## config.mk

```make
export PLATFORM = sky130hd
export DESIGN_NAME = stats_bcd_encoder
export DESIGN_NICKNAME = d
export VERILOG_FILES = /design/src/rtl/stats_bcd_encoder.sv
export SDC_FILE = /design/constraint.sdc
export NUM_CORES = 1
export LEC_CHECK = 0
export CORE_UTILIZATION = 50
export CTS_CLUSTER_DIAMETER = 120
export DETAILED_ROUTE_END_ITERATION = 12
export DONT_BUFFER_PORTS = 1
export PLACE_DENSITY = 0.65
export SETUP_SLACK_MARGIN = 0.1
export SLEW_MARGIN = 20
export SYNTH_ARGS = -nofsm -noshare
export SYNTH_HDL_FRONTEND = slang
export SYNTH_SLANG_ARGS = --single-unit
```

## constraint.sdc

```tcl
create_clock -name clock -period 2.9 [get_ports clock]
set_input_delay 0.435 -clock clock [delete_from_list [all_inputs] [get_ports clock]]
set_output_delay 0.435 -clock clock [all_outputs]
set_load 0.01 [all_outputs]
```

## src/rtl/stats_bcd_encoder.sv

```systemverilog
// Sequential double-dabble encoder for the four latency statistics.
// Converts one 17-bit value at a time and publishes all four BCD fields together in DONE.
module stats_bcd_encoder #(
   parameter int BIN_WIDTH = 17,
   parameter int DIGITS    = 5
) (
   input  logic                      clock,
   input  logic                      reset,
   input  logic                      start,
   input  logic [BIN_WIDTH-1:0]      bin_current,
   input  logic [BIN_WIDTH-1:0]      bin_minimum,
   input  logic [BIN_WIDTH-1:0]      bin_maximum,
   input  logic [BIN_WIDTH-1:0]      bin_average,
   output logic                      busy,
   output logic                      done,
   output logic [4*4*DIGITS-1:0]     bcd_out,
   output logic [3:0]                saturated
);

   localparam int BCD_W = 4 * DIGITS;
   localparam logic [BIN_WIDTH-1:0] SAT_MAX = BIN_WIDTH'(99999);

   typedef enum logic [2:0] {
      ST_IDLE,
      ST_LOAD,
      ST_SHIFT,
      ST_STORE,
      ST_DONE
   } state_t;

   state_t                        state_q;
   logic [1:0]                    idx_q;
   logic [3:0][BIN_WIDTH-1:0]     cap_q;
   logic [BCD_W-1:0]              bcd_q;
   logic [BIN_WIDTH-1:0]          sh_q;
   logic [4:0]                    cnt_q;
   logic [3:0][BCD_W-1:0]         shadow_q;
   logic [3:0]                    sat_sh_q;
   logic                          busy_q;
   logic                          done_q;
   logic [3:0][BCD_W-1:0]         bcd_out_q;
   logic [3:0]                    sat_q;

   logic [BIN_WIDTH-1:0]          sel_val;
   logic [BCD_W-1:0]              bcd_adj;
   logic [BCD_W-1:0]              bcd_d;
   logic [BIN_WIDTH-1:0]          sh_d;

   function automatic logic [BCD_W-1:0] add3_nibbles(input logic [BCD_W-1:0] b);
      logic [BCD_W-1:0] r;
      r = b;
      for (int i = 0; i < DIGITS; i++) begin
         if (b[4*i +: 4] >= 4'd5) begin
            r[4*i +: 4] = b[4*i +: 4] + 4'd3;
         end
      end
      return r;
   endfunction

   // One double-dabble step: correct every nibble, then shift {BCD, binary} left by one.
   always_comb begin
      sel_val = cap_q[idx_q];
      bcd_adj = add3_nibbles(bcd_q);
      {bcd_d, sh_d} = {bcd_adj[BCD_W-2:0], sh_q, 1'b0};
   end

   always_ff @(posedge clock) begin
      if (reset) begin
         state_q   <= ST_IDLE;
         idx_q     <= 2'd0;
         cap_q     <= '0;
         bcd_q     <= '0;
         sh_q      <= '0;
         cnt_q     <= 5'd0;
         shadow_q  <= '0;
         sat_sh_q  <= 4'b0;
         busy_q    <= 1'b0;
         done_q    <= 1'b0;
         bcd_out_q <= '0;
         sat_q     <= 4'b0;
      end else begin
         done_q <= 1'b0;
         case (state_q)
            ST_IDLE: begin
               if (start) begin
                  cap_q[0] <= bin_current;
                  cap_q[1] <= bin_minimum;
                  cap_q[2] <= bin_maximum;
                  cap_q[3] <= bin_average;
                  idx_q    <= 2'd0;
                  sat_sh_q <= 4'b0;
                  busy_q   <= 1'b1;
                  state_q  <= ST_LOAD;
               end
            end
            ST_LOAD: begin
               if (sel_val > SAT_MAX) begin
                  sh_q            <= SAT_MAX;
                  sat_sh_q[idx_q] <= 1'b1;
               end else begin
                  sh_q <= sel_val;
               end
               bcd_q   <= '0;
               cnt_q   <= 5'(BIN_WIDTH);
               state_q <= ST_SHIFT;
            end
            ST_SHIFT: begin
               bcd_q <= bcd_d;
               sh_q  <= sh_d;
               cnt_q <= cnt_q - 5'd1;
               if (cnt_q == 5'd1) begin
                  state_q <= ST_STORE;
               end
            end
            ST_STORE: begin
               shadow_q[idx_q] <= bcd_q;
               if (idx_q == 2'd3) begin
                  state_q <= ST_DONE;
               end else begin
                  idx_q   <= idx_q + 2'd1;
                  state_q <= ST_LOAD;
               end
            end
            ST_DONE: begin
               bcd_out_q <= shadow_q;
               sat_q     <= sat_sh_q;
               done_q    <= 1'b1;
               busy_q    <= 1'b0;
               state_q   <= ST_IDLE;
            end
            default: state_q <= ST_IDLE;
         endcase
      end
   end

   assign busy      = busy_q;
   assign done      = done_q;
   assign bcd_out   = bcd_out_q;
   assign saturated = sat_q;

endmodule

```

# Word level (Yosys, flattened, before mapping)
# Index checks and enable logic that the tools add are counted.
# W data, S select, Z words.
[word_totals]
output_inout_bits = 86
word_cells = 87
latchBits = 0
ram_bits = 0
romBits = 0
regBits = 285
mem_count = 0
[classes]
reduce_logical = 11
magnitude_cmp = 8
n_shift = 0
n_div = 0
bitwise = 1
n_eq_ne = 10
n_mul = 0
addsub = 7
mux = 29
[op_table]
columns = ["operator", "n"]
rows = [
  ["$bwmux W80", 1],
  ["$demux W20 S2", 1],
  ["$pmux W20 S2", 1],
  ["$bmux W17 S2", 1],
  ["$mux W17", 2],
  ["$pmux W17 S2", 1],
  ["$mux W4", 6],
  ["$ge A4 B3 Y1 const B", 5],
  ["$mux W20", 1],
  ["$gt A17 B17 Y1 const B", 1],
  ["$add A4 B2 Y4 const B", 4],
  ["$mux W3", 4],
  ["$pmux W3 S4", 1],
  ["$pmux W5 S2", 1],
  ["$ne A2 B2 Y1 const B", 4],
  ["$pmux W4 S2", 1],
  ["$reduce_bool A2 Y1", 4],
  ["$eq A3 B2 Y1 const B", 2],
  ["$reduce_and A2 Y1", 3],
  ["$reduce_and A3 Y1", 2],
  ["$eq A5 B1 Y1 const B", 1],
  ["$sub A5 B1 Y5 const B", 1],
  ["$mux W2", 2],
  ["$or A4 B4 Y4", 1],
  ["13 further kinds", 15],
]

# Logic depth before layout (Yosys ltp)
[logic_depth]
depth_word = 7
mapped_depth = 8
ltp_nobuf = 7

# Worst setup path before layout
# OpenSTA, ideal clock, no wires.
[synth_timing]
kind = "reg-to-reg"
start = "register idx_q[0]"
end = "register sat_sh_q[0]"
setup_ns = 0.117
synth_period_minus_slack_ns = 2.130
slack_ns = 0.770
path_buffers = 2
arrival_time_ns = 2.013
stages_incl_launch_ff = 8
path_cell_list = "dfxtp_1 -> buf_6 -> mux4_2 -> nor4_4 -> nor2_2 -> or2_1 -> buf_6 -> a32o_1"
[synth_between]
elab_chain_len = 7
elab_cells_between_ends = 13
classes_between = "order compare: 3; eq/ne: 1; mux: 6; bitwise: 1; reduce/logical: 2"
[synth_lines]
columns = ["item", "line_no", "rtl"]
rows = [
  ["start: declaration", "32", "logic [1:0] idx_q;"],
  ["start signal: assignment", "120", "idx_q <= idx_q + 2'd1;"],
  ["parallel branches: the longest is 7 deep, another holds $gt A17 B17 Y1", "-", ""],
  ["end signal: assignment", "76", "sat_sh_q <= 4'b0;"],
  ["end signal: assignment", "91", "sat_sh_q <= 4'b0;"],
  ["end signal: indexed assignment", "99", "sat_sh_q[idx_q] <= 1'b1;"],
  ["end: declaration", "38", "logic [3:0] sat_sh_q;"],
]
# Several ways; the timed one is not identified. The select of a mux whose other input is x is not followed.
# A chain may end at the register's enable or synchronous reset.

# Worst setup path after layout
[layout_timing]
start = "register state_q[2]"
end = "register cap_q[58] in the netlist's numbering"
[layout_between]
elab_chain_len = 2
[layout_lines]
columns = ["item", "line_no", "rtl"]
rows = [
  ["start: declaration", "31", "state_t state_q;"],
  ["start signal: assignment", "69", "state_q <= ST_IDLE;"],
  ["start signal: assignment", "93", "state_q <= ST_LOAD;"],
  ["start signal: assignment", "105", "state_q <= ST_SHIFT;"],
  ["$logic_not A3 Y1", "83", "case (state_q)"],
  ["$reduce_and A2 Y1 (no line)", "-", ""],
  ["end: declaration", "33", "logic [3:0][BIN_WIDTH-1:0] cap_q;"],
]
# Every way passes these cells.

==> results.toml <==
[status]
status = "finished clean"

[routing]
ant_nets = 0
drc = 0
wl_um = 27200
drt_first_pass_iters = 5
wl_per_cell_um = 16.7
vias = 8920
drt_iter0_markers = 548
viasPerCell = 5.46

[power]
netSwitchingFraction_pct = 22.9
irDropWorstVdd_mv = 0.473
switchingPower_mw = 1.91
finalPower_mw = 8.35
sequentialPowerShare_pct = 49.2
clkPwrFrac_pct = 43.6
p_per_area_nw_per_um2 = 672
leakage_nw = 4.28
comb_power_share_pct = 7.1
p_int_mw = 6.44

[sta]
skew_ns = 0.0175
setup_slack_ns = 0.606
drv_slew = 0
max_freq_ghz = 0.436
layout_min_cycle_time_ns = 2.29
worst_slew_pin_slew_ns = 0.771
finalSetupViolations = 0
fin_crit_sh_pct = 79.1
rsz0062_at_grt = "false"
relSlewSlack_pct = 48.5
finalHoldViolCount = 0
setup_tns_ns = 0

[synth]
ys_types = 47
syn_avg_cell_area_sq_um = 8.06
synth-adder-area-share_pct = 1.81
syn_nets = 1460
synth_mux_area_share_pct = 4.22
netlist.area_leader.share_pct = 51.6
yosysTopAreaCell = "dfxtp_1"
synth_area_leaders = "dfxtp_1 (52%), nand2_1 (16%), a21oi_1 (12%)"
synth_compound_area_share_pct = 16.5
async_flop_share_pct = 0
ys_warn_count = 0
synth_xor_area_share_pct = 0.554
synth_top_family_by_area = "simple AND/OR/NAND/NOR gates"
synth_edf_count = 0
synth.ff_latch_count = 285
synth_ff_type = "dfxtp_1"
netlist_area_sq_um = 11100
yosysSeqAreaShare_pct = 51.6
yosys.area_share.simple_pct = 20.7
syn_inst = 1373

[critical_path]
crit_buf_inv = 2
worstSetupStartpointType = "flop"
critPathKind = "flop to flop"
critical-path-slowest-cell = "dfxtp_1"
r2r_start = "state_q[2]"
slowest_delay_ns = 0.75
cp-end-kind = "flop"
path_cells = "nor2_1 > nand3b_1 > buf_4 > nand2_1 > a21oi_1 > dlygate4sd3_1"
cp_top_family = "buffers and inverters"
required_ns = 3.38
critPathLaunch = "state_q[2]"
path_max_fanout = 45
worst_r2r_endpoint = "cap_q[58]"
rr_worst_depth = 6
r2r_setup_slack_ns = 0.61
arrival_ns = 2.77

[final_layout]
nets = 1425
post-route-util_pct = 57.1
layout-drive-gt1-share_pct = 6.57
layout_common_cells = "nand2_1 (479), dfxtp_1 (285), a21oi_1 (263)"
syn2layout_area_growth_pct = 12.3
antennaDiodeCount = 0
fill_cells = 2038
final_common_cell = "nand2_1"

[clock_network]
cts-root-buf = "clkbuf_16"
cts_tree = "built"
ctsLongestPathBuffers = 3
cts.clk_slew.worst_paths_ns = 0.06
cts.sinks = 285
cts-buffers-inserted = 29
cts_resized = 0
htreeDepth = 1
insertion_delay_ns = 0.54

[place]
port_buffers = 0
gp_congestion = 0.802
place_ws_ns = 0.663
dp_hpwl_um = 16600

[grt]
grt-ovfl-total = 0
grt_max_degree = 136
grt_pass1_vias = 8176
gr-usage-all-layers_pct = 23.7
antenna_found_initial = 0
grt_pass1_wl_um = 42900

[flow_run]
cap_violations = 0

[hold_path]
min_from = "bin_minimum[1]"
min-delay-path-class = "input port to flop"
hold_end = "cap_q[18]"
whs_path_depth = 2

[floorplan]
start_util_pct = 50.8
boundaryPins = 157
die_w_um = 151
dieArea_sq_um = 22700
rows = 54
coreArea_sq_um = 21800
die_y_um = 151
## final cells by class
class / count / area [sq um] / area share [%]
multi-input cells: 956 / 4860 / 39.1
well taps: 280 / 350 / 2.82
clock inverters: 3 / 43.8 / 0.352
repair buffers: 50 / 505 / 4.07
inverters: 16 / 60.1 / 0.483
flip-flops and latches: 285 / 5710 / 45.9
clock buffers: 45 / 896 / 7.21
## per-stage QoR
step | std cells | hold WS [ns] | cell area, sq um
3_3_place_gp | 1559 | 0.434 | 11200
4_1_cts | 1635 | 0.00431 | 12400
6_report | 1635 | 0.0296 | 12400
5_1_grt | 1635 | 0.0209 | 12400
3_5_place_dp | 1559 | 0.441 | 11200
2_1_floorplan | 1373 | 0.431 | 11100
## sequential cells by signal, summed over array words and instances, names as in the netlist, 2 cells and up
signal,count
shadow_q,80
state_q,3
sh_q,17
idx_q,2
cnt_q,5
saturated,4
cap_q,68
sat_sh_q,4
bcd_out,80
bcd_q,20
## cells by family (layout without fill, tap and decap cells)
kind of cell,after synthesis,count (layout)
xor gates and xnor gates,7,7
adders and majority gates,16,16
buffers and inverters,132,114
and+or+nand+nor,575,575
DFF,285,285
muxes,23,23
AOI/OAI and AO/OA,335,335
## cells in the mapped netlist, types with 3 or more instances
cell / number
nand2_1: 480
dfxtp_1: 285
a21oi_1: 263
clkbuf_1: 108
nor2_1: 43
o21ai_0: 20
a22oi_1: 19
ha_1: 16
inv_1: 16
nand3_1: 13
nor3_1: 12
mux4_2: 11
xnor2_1: 7
mux4_1: 6
nand2b_1: 6
o22a_1: 6
mux2i_1: 5
a31oi_1: 4
a32o_1: 4
and2_1: 4
o211ai_1: 4
o22ai_1: 4
buf_1: 3
o31ai_1: 3
## power by group through the flow
stage / Sequential (mW) / Combinational [mW] / Clock, mW
floorplan: 4.15 / 0.440 / 0
global placement: 4.19 / 0.480 / 0
detailed placement: 4.19 / 0.490 / 0
CTS: 4.11 / 0.595 / 3.72
global route: 4.12 / 0.664 / 3.88
finish: 4.11 / 0.596 / 3.64
## worst max-delay path by stage
stage | to | cells past startpoint
2_1_floorplan | sat_sh_q[0] | 7
3_3_place_gp | sat_sh_q[2] | 6
3_5_place_dp | sat_sh_q[0] | 6
4_1_cts | cap_q[22] | 5
5_1_grt | cap_q[58] | 6
6_report | cap_q[58] | 6
## layer usage
layer | share of wire (%) | wire length [um] | vias up | GRT usage, %
met5 | 0 | 0 | - | 0
met4 | 2.2 | 592 | 0 | 6.65
met3 | 5.4 | 1470 | 43 | 4.39
met2 | 47 | 12800 | 200 | 38.3
met1 | 46 | 12400 | 4197 | 32.3
li1 | - | - | 4480 | -
## what timing repair did
action / 4_1_cts / 5_1_grt
hold buffers: 28 / 0
endpoints found under the hold margin: 159 / 0
endpoints found under the setup margin: 0 / 0
buffers inserted: 0 / 0
No activity file was read; power rests on OpenSTA's default activity.
